`src/rtl/udp_tx_arbiter.sv`:
```
// Round-robin arbiter that shares one UDP transmit path between a frame-payload
// channel (ch0) and a command-reply channel (ch1), with watchdog and inter-packet gap.
module udp_tx_arbiter #(
  parameter int IFG_CYCLES     = 12,
  parameter int TIMEOUT_CYCLES = 200000,
  parameter int MAX_BYTES      = 1472
) (
  input  logic        i_gmii_tx_clk,
  input  logic        i_sys_rst,
  input  logic        i_ch0_req,
  input  logic        i_ch1_req,
  input  logic [15:0] i_ch0_byte_num,
  input  logic [15:0] i_ch1_byte_num,
  input  logic [47:0] i_ch0_des_mac,
  input  logic [47:0] i_ch1_des_mac,
  input  logic [31:0] i_ch0_des_ip,
  input  logic [31:0] i_ch1_des_ip,
  input  logic [31:0] i_ch0_data,
  input  logic [31:0] i_ch1_data,
  output logic        o_ch0_grant,
  output logic        o_ch1_grant,
  output logic        o_ch0_data_req,
  output logic        o_ch1_data_req,
  output logic        o_ch0_done,
  output logic        o_ch1_done,
  output logic        o_ch0_err,
  output logic        o_ch1_err,
  output logic        o_tx_start_en,
  output logic [15:0] o_tx_byte_num,
  output logic [47:0] o_des_mac,
  output logic [31:0] o_des_ip,
  output logic [31:0] o_tx_data,
  input  logic        i_fifo_data_req,
  input  logic        i_tx_done,
  input  logic        i_gmii_tx_busy,
  output logic        o_timeout_err
);

  typedef enum logic [1:0] {IDLE, START, WAIT_DONE, GAP} state_t;

  localparam logic [23:0] WD_LAST  = 24'(TIMEOUT_CYCLES - 1);
  localparam logic [15:0] GAP_LAST = 16'(IFG_CYCLES - 1);
  localparam logic [15:0] MAX_LEN  = 16'(MAX_BYTES);

  state_t      state, state_next;
  logic        last_grant, last_grant_next;
  logic [23:0] wd_cnt, wd_cnt_next;
  logic [15:0] gap_cnt, gap_cnt_next;
  logic        grant0_next, grant1_next;
  logic        start_next, timeout_next;
  logic        done0_next, done1_next, err0_next, err1_next;
  logic        latch_en, win_ch;
  logic        len_bad, in_wait;

  assign len_bad = (o_tx_byte_num == 16'd0) || (o_tx_byte_num > MAX_LEN);
  assign in_wait = (state == WAIT_DONE);

  // Wrapper-facing data path is live only while a packet is actually in flight.
  assign o_ch0_data_req = in_wait & i_fifo_data_req & o_ch0_grant;
  assign o_ch1_data_req = in_wait & i_fifo_data_req & o_ch1_grant;
  assign o_tx_data      = !in_wait    ? 32'd0      :
                          o_ch1_grant ? i_ch1_data : i_ch0_data;

  always_comb begin
    // NOTE: every signal gets a default first, so no path leaves one unassigned and infers a latch.
    state_next      = state;
    last_grant_next = last_grant;
    wd_cnt_next     = wd_cnt;
    gap_cnt_next    = gap_cnt;
    grant0_next     = o_ch0_grant;
    grant1_next     = o_ch1_grant;
    start_next      = 1'b0;
    timeout_next    = 1'b0;
    done0_next      = 1'b0;
    done1_next      = 1'b0;
    err0_next       = 1'b0;
    err1_next       = 1'b0;
    latch_en        = 1'b0;
    win_ch          = 1'b0;

    unique case (state)
      IDLE: begin
        if (i_ch0_req || i_ch1_req) begin
          // On a tie the channel that did not win last time goes first.
          win_ch          = (i_ch0_req && i_ch1_req) ? ~last_grant : i_ch1_req;
          latch_en        = 1'b1;
          last_grant_next = win_ch;
          grant0_next     = ~win_ch;
          grant1_next     = win_ch;
          state_next      = START;
        end
      end
      START: begin
        if (len_bad) begin
          done0_next   = o_ch0_grant;
          done1_next   = o_ch1_grant;
          err0_next    = o_ch0_grant;
          err1_next    = o_ch1_grant;
          grant0_next  = 1'b0;
          grant1_next  = 1'b0;
          gap_cnt_next = 16'd0;
          state_next   = GAP;
        end else if (i_gmii_tx_busy) begin
          start_next  = 1'b1;
          wd_cnt_next = 24'd0;
          state_next  = WAIT_DONE;
        end
      end
      WAIT_DONE: begin
        wd_cnt_next = wd_cnt + 24'd1;
        if (i_tx_done || wd_cnt == WD_LAST) begin
          // A done arriving on the expiry cycle still counts as a clean finish.
          done0_next   = o_ch0_grant;
          done1_next   = o_ch1_grant;
          err0_next    = o_ch0_grant & ~i_tx_done;
          err1_next    = o_ch1_grant & ~i_tx_done;
          timeout_next = ~i_tx_done;
          grant0_next  = 1'b0;
          grant1_next  = 1'b0;
          gap_cnt_next = 16'd0;
          state_next   = GAP;
        end
      end
      GAP: begin
        if (gap_cnt == GAP_LAST) begin
          state_next = IDLE;
        end else begin
          gap_cnt_next = gap_cnt + 16'd1;
        end
      end
      default: state_next = IDLE;
    endcase
  end

  always_ff @(posedge i_gmii_tx_clk) begin
    if (i_sys_rst) begin
      state         <= IDLE;
      last_grant    <= 1'b1;
      wd_cnt        <= 24'd0;
      gap_cnt       <= 16'd0;
      o_ch0_grant   <= 1'b0;
      o_ch1_grant   <= 1'b0;
      o_ch0_done    <= 1'b0;
      o_ch1_done    <= 1'b0;
      o_ch0_err     <= 1'b0;
      o_ch1_err     <= 1'b0;
      o_tx_start_en <= 1'b0;
      o_timeout_err <= 1'b0;
      o_tx_byte_num <= 16'd0;
      o_des_mac     <= 48'd0;
      o_des_ip      <= 32'd0;
    end else begin
      // NOTE: non-blocking assignments make every register sample pre-edge values, independent of statement order.
      state         <= state_next;
      last_grant    <= last_grant_next;
      wd_cnt        <= wd_cnt_next;
      gap_cnt       <= gap_cnt_next;
      o_ch0_grant   <= grant0_next;
      o_ch1_grant   <= grant1_next;
      o_ch0_done    <= done0_next;
      o_ch1_done    <= done1_next;
      o_ch0_err     <= err0_next;
      o_ch1_err     <= err1_next;
      o_tx_start_en <= start_next;
      o_timeout_err <= timeout_next;
      if (latch_en) begin
        o_tx_byte_num <= win_ch ? i_ch1_byte_num : i_ch0_byte_num;
        o_des_mac     <= win_ch ? i_ch1_des_mac  : i_ch0_des_mac;
        o_des_ip      <= win_ch ? i_ch1_des_ip   : i_ch0_des_ip;
      end
    end
  end

endmodule

```
`config.mk`:
```
export PLATFORM = sky130hd
export DESIGN_NAME = udp_tx_arbiter
export DESIGN_NICKNAME = d
export VERILOG_FILES = /design/src/rtl/udp_tx_arbiter.sv
export SDC_FILE = /design/constraint.sdc
export NUM_CORES = 1
export LEC_CHECK = 0
export BUFFER_PORTS_ARGS = -buffer_cell sky130_fd_sc_hd__clkbuf_2
export CAP_MARGIN = 20
export CORE_AREA = 2 2 156 158
export DETAILED_ROUTE_END_ITERATION = 10
export DIE_AREA = 0 0 158 160
export PLACE_DENSITY_LB_ADDON = 0.2
export SLEW_MARGIN = 10
export SYNTH_ARGS = -nofsm -noshare
export SYNTH_HDL_FRONTEND = slang
export SYNTH_SLANG_ARGS = --single-unit
```
`constraint.sdc`:
```
create_clock -name i_gmii_tx_clk -period 2.19 [get_ports i_gmii_tx_clk]
set_input_delay 0.657 -clock i_gmii_tx_clk [delete_from_list [all_inputs] [get_ports i_gmii_tx_clk]]
set_output_delay 0.657 -clock i_gmii_tx_clk [all_outputs]
set_load 0.02 [all_outputs]
```
# Yosys cells after proc, flatten, opt, wreduce, memory -nomap -nowiden
# Index checks and enable logic that the tools add are counted.
[word_totals]
latch_bits = 0
wordCells = 98
romBits = 0
out_inout_bits = 138
reg_bits = 147
input_bits = 263
mem_bits_rw = 0
memories = 0
[classes]
n_lt_le_gt_ge = 1
n_addsub = 2
n_div = 0
bitwise = 11
multipliers = 0
reduce_logical = 16
muxes = 40
n_eq_ne = 13
shift = 0
[op_table]
columns = ["operator", "n"]
rows = [
  ["$mux W32", 3],
  ["$mux W16", 4],
  ["$mux W24", 2],
  ["$mux W48", 1],
  ["$pmux W16 S3", 1],
  ["$pmux W24 S2", 1],
  ["$add A24 B1 Y24 const B", 1],
  ["$eq A24 B18 Y1 const B", 1],
  ["$add A16 B1 Y16 const B", 1],
  ["$eq A16 B4 Y1 const B", 1],
  ["$gt A16 B11 Y1 const B", 1],
  ["$logic_not A16 Y1", 1],
  ["$mux W1", 16],
  ["$ne A2 B2 Y1 const B", 6],
  ["$reduce_and A4 Y1", 3],
  ["$mux W2", 5],
  ["$pmux W1 S2", 4],
  ["$pmux W2 S4", 1],
  ["$not A1 Y1", 6],
  ["$pmux W1 S3", 2],
  ["$reduce_bool A3 Y1", 2],
  ["$reduce_or A3 Y1", 2],
  ["$and A1 B1 Y1", 5],
  ["$eq A2 B2 Y1 const B", 2],
  ["9 further kinds", 11],
]

# Depth between registers and ports, before layout
[logic_depth]
ltp_word = 5
mapped_depth = 9
ltp_nobuf = 8

# Worst setup path before layout
# OpenSTA, ideal clock, no wires.
[synth_path]
path_kind = "register -> output"
start = "register o_ch1_grant"
end = "output port o_tx_data[10]"
path_stages_with_launch = 5
path_buffers = 2
setup_slack_ns = -0.134
arrival_ns = 1.667
required_ns = 1.533
path_cell_list = "dfxtp_1 > clkbuf_1 > clkbuf_1 > mux2i_1 > nor2_1"
[synth_via]
elab_chain_cells = 2
[synth_lines]
columns = ["element", "line", "text"]
rows = [
  ["start: declaration", "21", "output logic o_ch1_grant,"],
  ["start signal: assignment", "159", "o_ch1_grant <= grant1_next;"],
  ["$mux W32", "62", "o_ch1_grant ? i_ch1_data : i_ch0_data;"],
  ["$mux W32", "61", "assign o_tx_data = !in_wait ? 32'd0 :"],
  ["end: declaration", "32", "output logic [31:0] o_tx_data,"],
]
# No other way between the ends.

# Worst setup path after layout
[layout_path]
start = "register o_ch1_grant"
end = "output port o_tx_data[29]"
# The elaborated chain is that of the path after synthesis.

==> metrics <==
crit path DAT=~1.6 ns; Slew @ Worst Pin=0.5810 ns; Via Count=around 8,100; Worst-path clk slew=roughly 0.070 ns; RSZ-0062 raised after global routing=yes; Fin. Hold Viols=0; critical path peak fanout=8; fin worst setup slack=-0.07064 ns; CTS tree=done; Setup TNS=-0.2281 ns; achievable frequency=roughly 440 MHz; clk_lat worst skew=between 0.4 and 0.5 ns; Avg WL per Cell=approximately 18 um; IO Port Bufs=400; DR pass1 iterations=5; Post-route DRC=0; Max Cap Viol=0; Post-synth EDFFs=0; total die area=around 25,000 um^2; Clock Path Buffers=2; io pins=~400; Synth Warn #=0; Post-Place Cells=between 1,500 and 2,000; drt total wl=about 28 mm; post-synthesis sequential area ratio=about 42%; Crit. End Element=primary output; chip height=160 um; row cnt=between 50 and 60; top cells by area, synth=dfxtp_1, o221ai_1, a21oi_1; final worst path period share=103.2%; met2 wire len=14.28 mm; Pleak=4.644 nW; M1 wire length=12.02 mm; core area=roughly 24,000 um^2; fin cells=about 1,600; fill count=about 2,400; H-tree Lvls=4; Net Count, Synth=around 1,100; dominant cell type by area after synthesis=dfxtp_1; gr ovfl total=0; Top Layer Used=met4; Max-slew headroom=about three fifths; vias in the first global route=about 7,500; DR vias/cell=roughly 5.1; HPWL Detailed=just under 20 mm; antenna violations before repair=0; CTS sink count=between 100 and 150; Area growth syn-to-layout=58.56%; pre-CTS setup slack=-0.04591 ns; antenna fix cells=0; Synth top area share=around 42%; Synth Cell Area=approximately 7000 um^2; Final Max Slew Viols=0; Final nets=between 1,500 and 2,000; Syn Area/Cell=between 8 and 9 um^2; Worst VDD drop=just under 0.6 mV; # setup viols final=15; outcome=finished, violations left; number of nets with antenna violations after routing=0; power per cell area=~1100 nW/um^2; layout cells sized above 1=approximately 44%; count of different cell masters after synthesis=50; aggregate global-route resource usage=approximately 21%; class of the worst hold path=flop to flop; dominant synthesized flop cell=dfxtp_1; RePlAce Congestion=roughly 0.82; startpoint types=flop; Clock Root Buffer=clkbuf_16; Initial DRC Count=~440; Die W=roughly 160 um; Starting Density=roughly 29%; CP Class=flop to primary output; first-pass GRT wire length=slightly above 40 mm; Post-Synthesis Cells=approximately 840; Final Skew=0.01203 ns; Async S/R FF share, synth=0%; Tmin final=roughly 2.3 ns; Worst EP required=1.53 ns; synthesized flop and latch total=147; failing checks=negative setup slack; wire length on met3=~1.6 mm; largest net degree at the start of global routing=about 100; total CTS buffers=17
state kept, by name, indices dropped and copies added (netlist names):
name / flops
o_ch0_done: 1
o_ch1_done: 1
last_grant: 1
o_ch0_err: 1
wd_cnt: 24
state: 2
o_des_mac: 48
o_ch0_grant: 1
o_tx_start_en: 1
gap_cnt: 16
o_ch1_grant: 1
o_tx_byte_num: 16
o_des_ip: 32
o_timeout_err: 1
o_ch1_err: 1
cell type report:
class	instances	area (um^2)	area share [%]
Multi-Input combinational cell	616	4055	36.82
Inverter	13	56.30	0.5112
Clock inverter	14	182.7	1.659
Timing Repair Buffer	471	2933	26.63
Sequential cell	147	2957	26.84
Clock buffer	17	425.4	3.862
Tap cell	324	405.4	3.681
metrics by stage:
stage	instance area (um^2)	utilization (%)	power [W]	hold WS [ns]
global route	11010	46.24	0.01262	0.4693
floorplan	6947	-	0.006280	0.4440
detailed placement	9580	40.22	0.008149	0.4429
global placement	9580	40.22	0.008134	0.4381
CTS	10450	43.87	0.01148	0.4522
finish	11010	46.24	0.01196	0.4494
kinds of logic (layout without fill, tap and decap cells):
group                      after synthesis  in the layout  synth area share, %
xor gates and xnor gates                17             17                2.143
DFF                                    147            147                42.36
buffers and inverters                   78            515                4.287
and+or+nand+nor                        303            303                19.87
adders and majority gates                6              6                1.081
AOI/OAI and AO/OA                      257            257                25.50
muxes                                   33             33                4.755
worst max-delay path, stage by stage, from the launching register on:
cell	delay, ns
dfxtp_4	0.35
buf_12	0.14
buf_12	0.15
mux2i_1	0.12
nor2_1	0.22
buf_4	0.19
power breakdown:
part | internal (W) | total, W | switching, W
clock network | 0.00174 | 0.00306 | 0.00132
registers | 0.00321 | 0.00353 | 0.000323
logic | 0.00213 | 0.00537 | 0.00324
total | 0.00708 | 0.0120 | 0.00488
cells in the mapped netlist (all sizes together) (3+ instances only):
library cell / count
nand3: 19
dfxtp: 147
clkbuf: 59
o221ai: 96
o21ai: 20
inv: 12
o211ai: 4
nand2: 130
buf: 6
nand2b: 3
ha: 6
a21oi: 108
nand4: 15
nor2b: 3
or3: 8
and2: 4
nor3: 12
nor2: 75
a31oi: 8
xnor2: 15
mux2i: 33
o31ai: 7
nor4: 11
nor4b: 4
or4: 3
and3: 10
what timing repair did:
action                     4_1_cts  5_1_grt
gates cloned                     1        5
hold buffers                     0        0
pin swaps                        0       17
setup endpoints to repair       70      135
buffers inserted                 6       15
gates resized for setup         54       96
final timing paths:
check                               to  slack, ns                 startpoint  cells past startpoint
max                      o_tx_data[29]      -0.07   o_ch1_grant$_SDFFE_PP0P_                      5
min          o_des_ip[31]$_SDFFE_PP0P_       0.45  o_des_ip[31]$_SDFFE_PP0P_                      2
max reg2reg    gap_cnt[7]$_SDFFE_PP0P_       0.08    wd_cnt[10]$_SDFFE_PP0P_                      7
min reg2reg  o_des_ip[31]$_SDFFE_PP0P_       0.45  o_des_ip[31]$_SDFFE_PP0P_                      2
layer usage:
metal  vias to the layer above  global-route usage [%]
met5                         -                       0
met4                         0                   4.914
met3                        21                   4.423
met2                       273                   34.45
met1                      3840                   27.17
li1                       3990                       -
cell usage in the layout (no fill, tap or decap), types with 15 or more instances in the layout:
| cell type | netlist | final |
|---|---|---|
| clkbuf_16 | 0 | 22 |
| nor2_1 | 75 | 55 |
| nand2_1 | 129 | 128 |
| buf_4 | 0 | 65 |
| mux2i_1 | 33 | 19 |
| dfxtp_1 | 147 | 140 |
| nand4_1 | 15 | 15 |
| o21ai_0 | 18 | 17 |
| xnor2_1 | 15 | 15 |
| o221ai_1 | 96 | 96 |
| a21oi_1 | 108 | 107 |
| clkbuf_2 | 1 | 371 |
| nand3_1 | 19 | 17 |
Power figures use the tool's default switching activity.
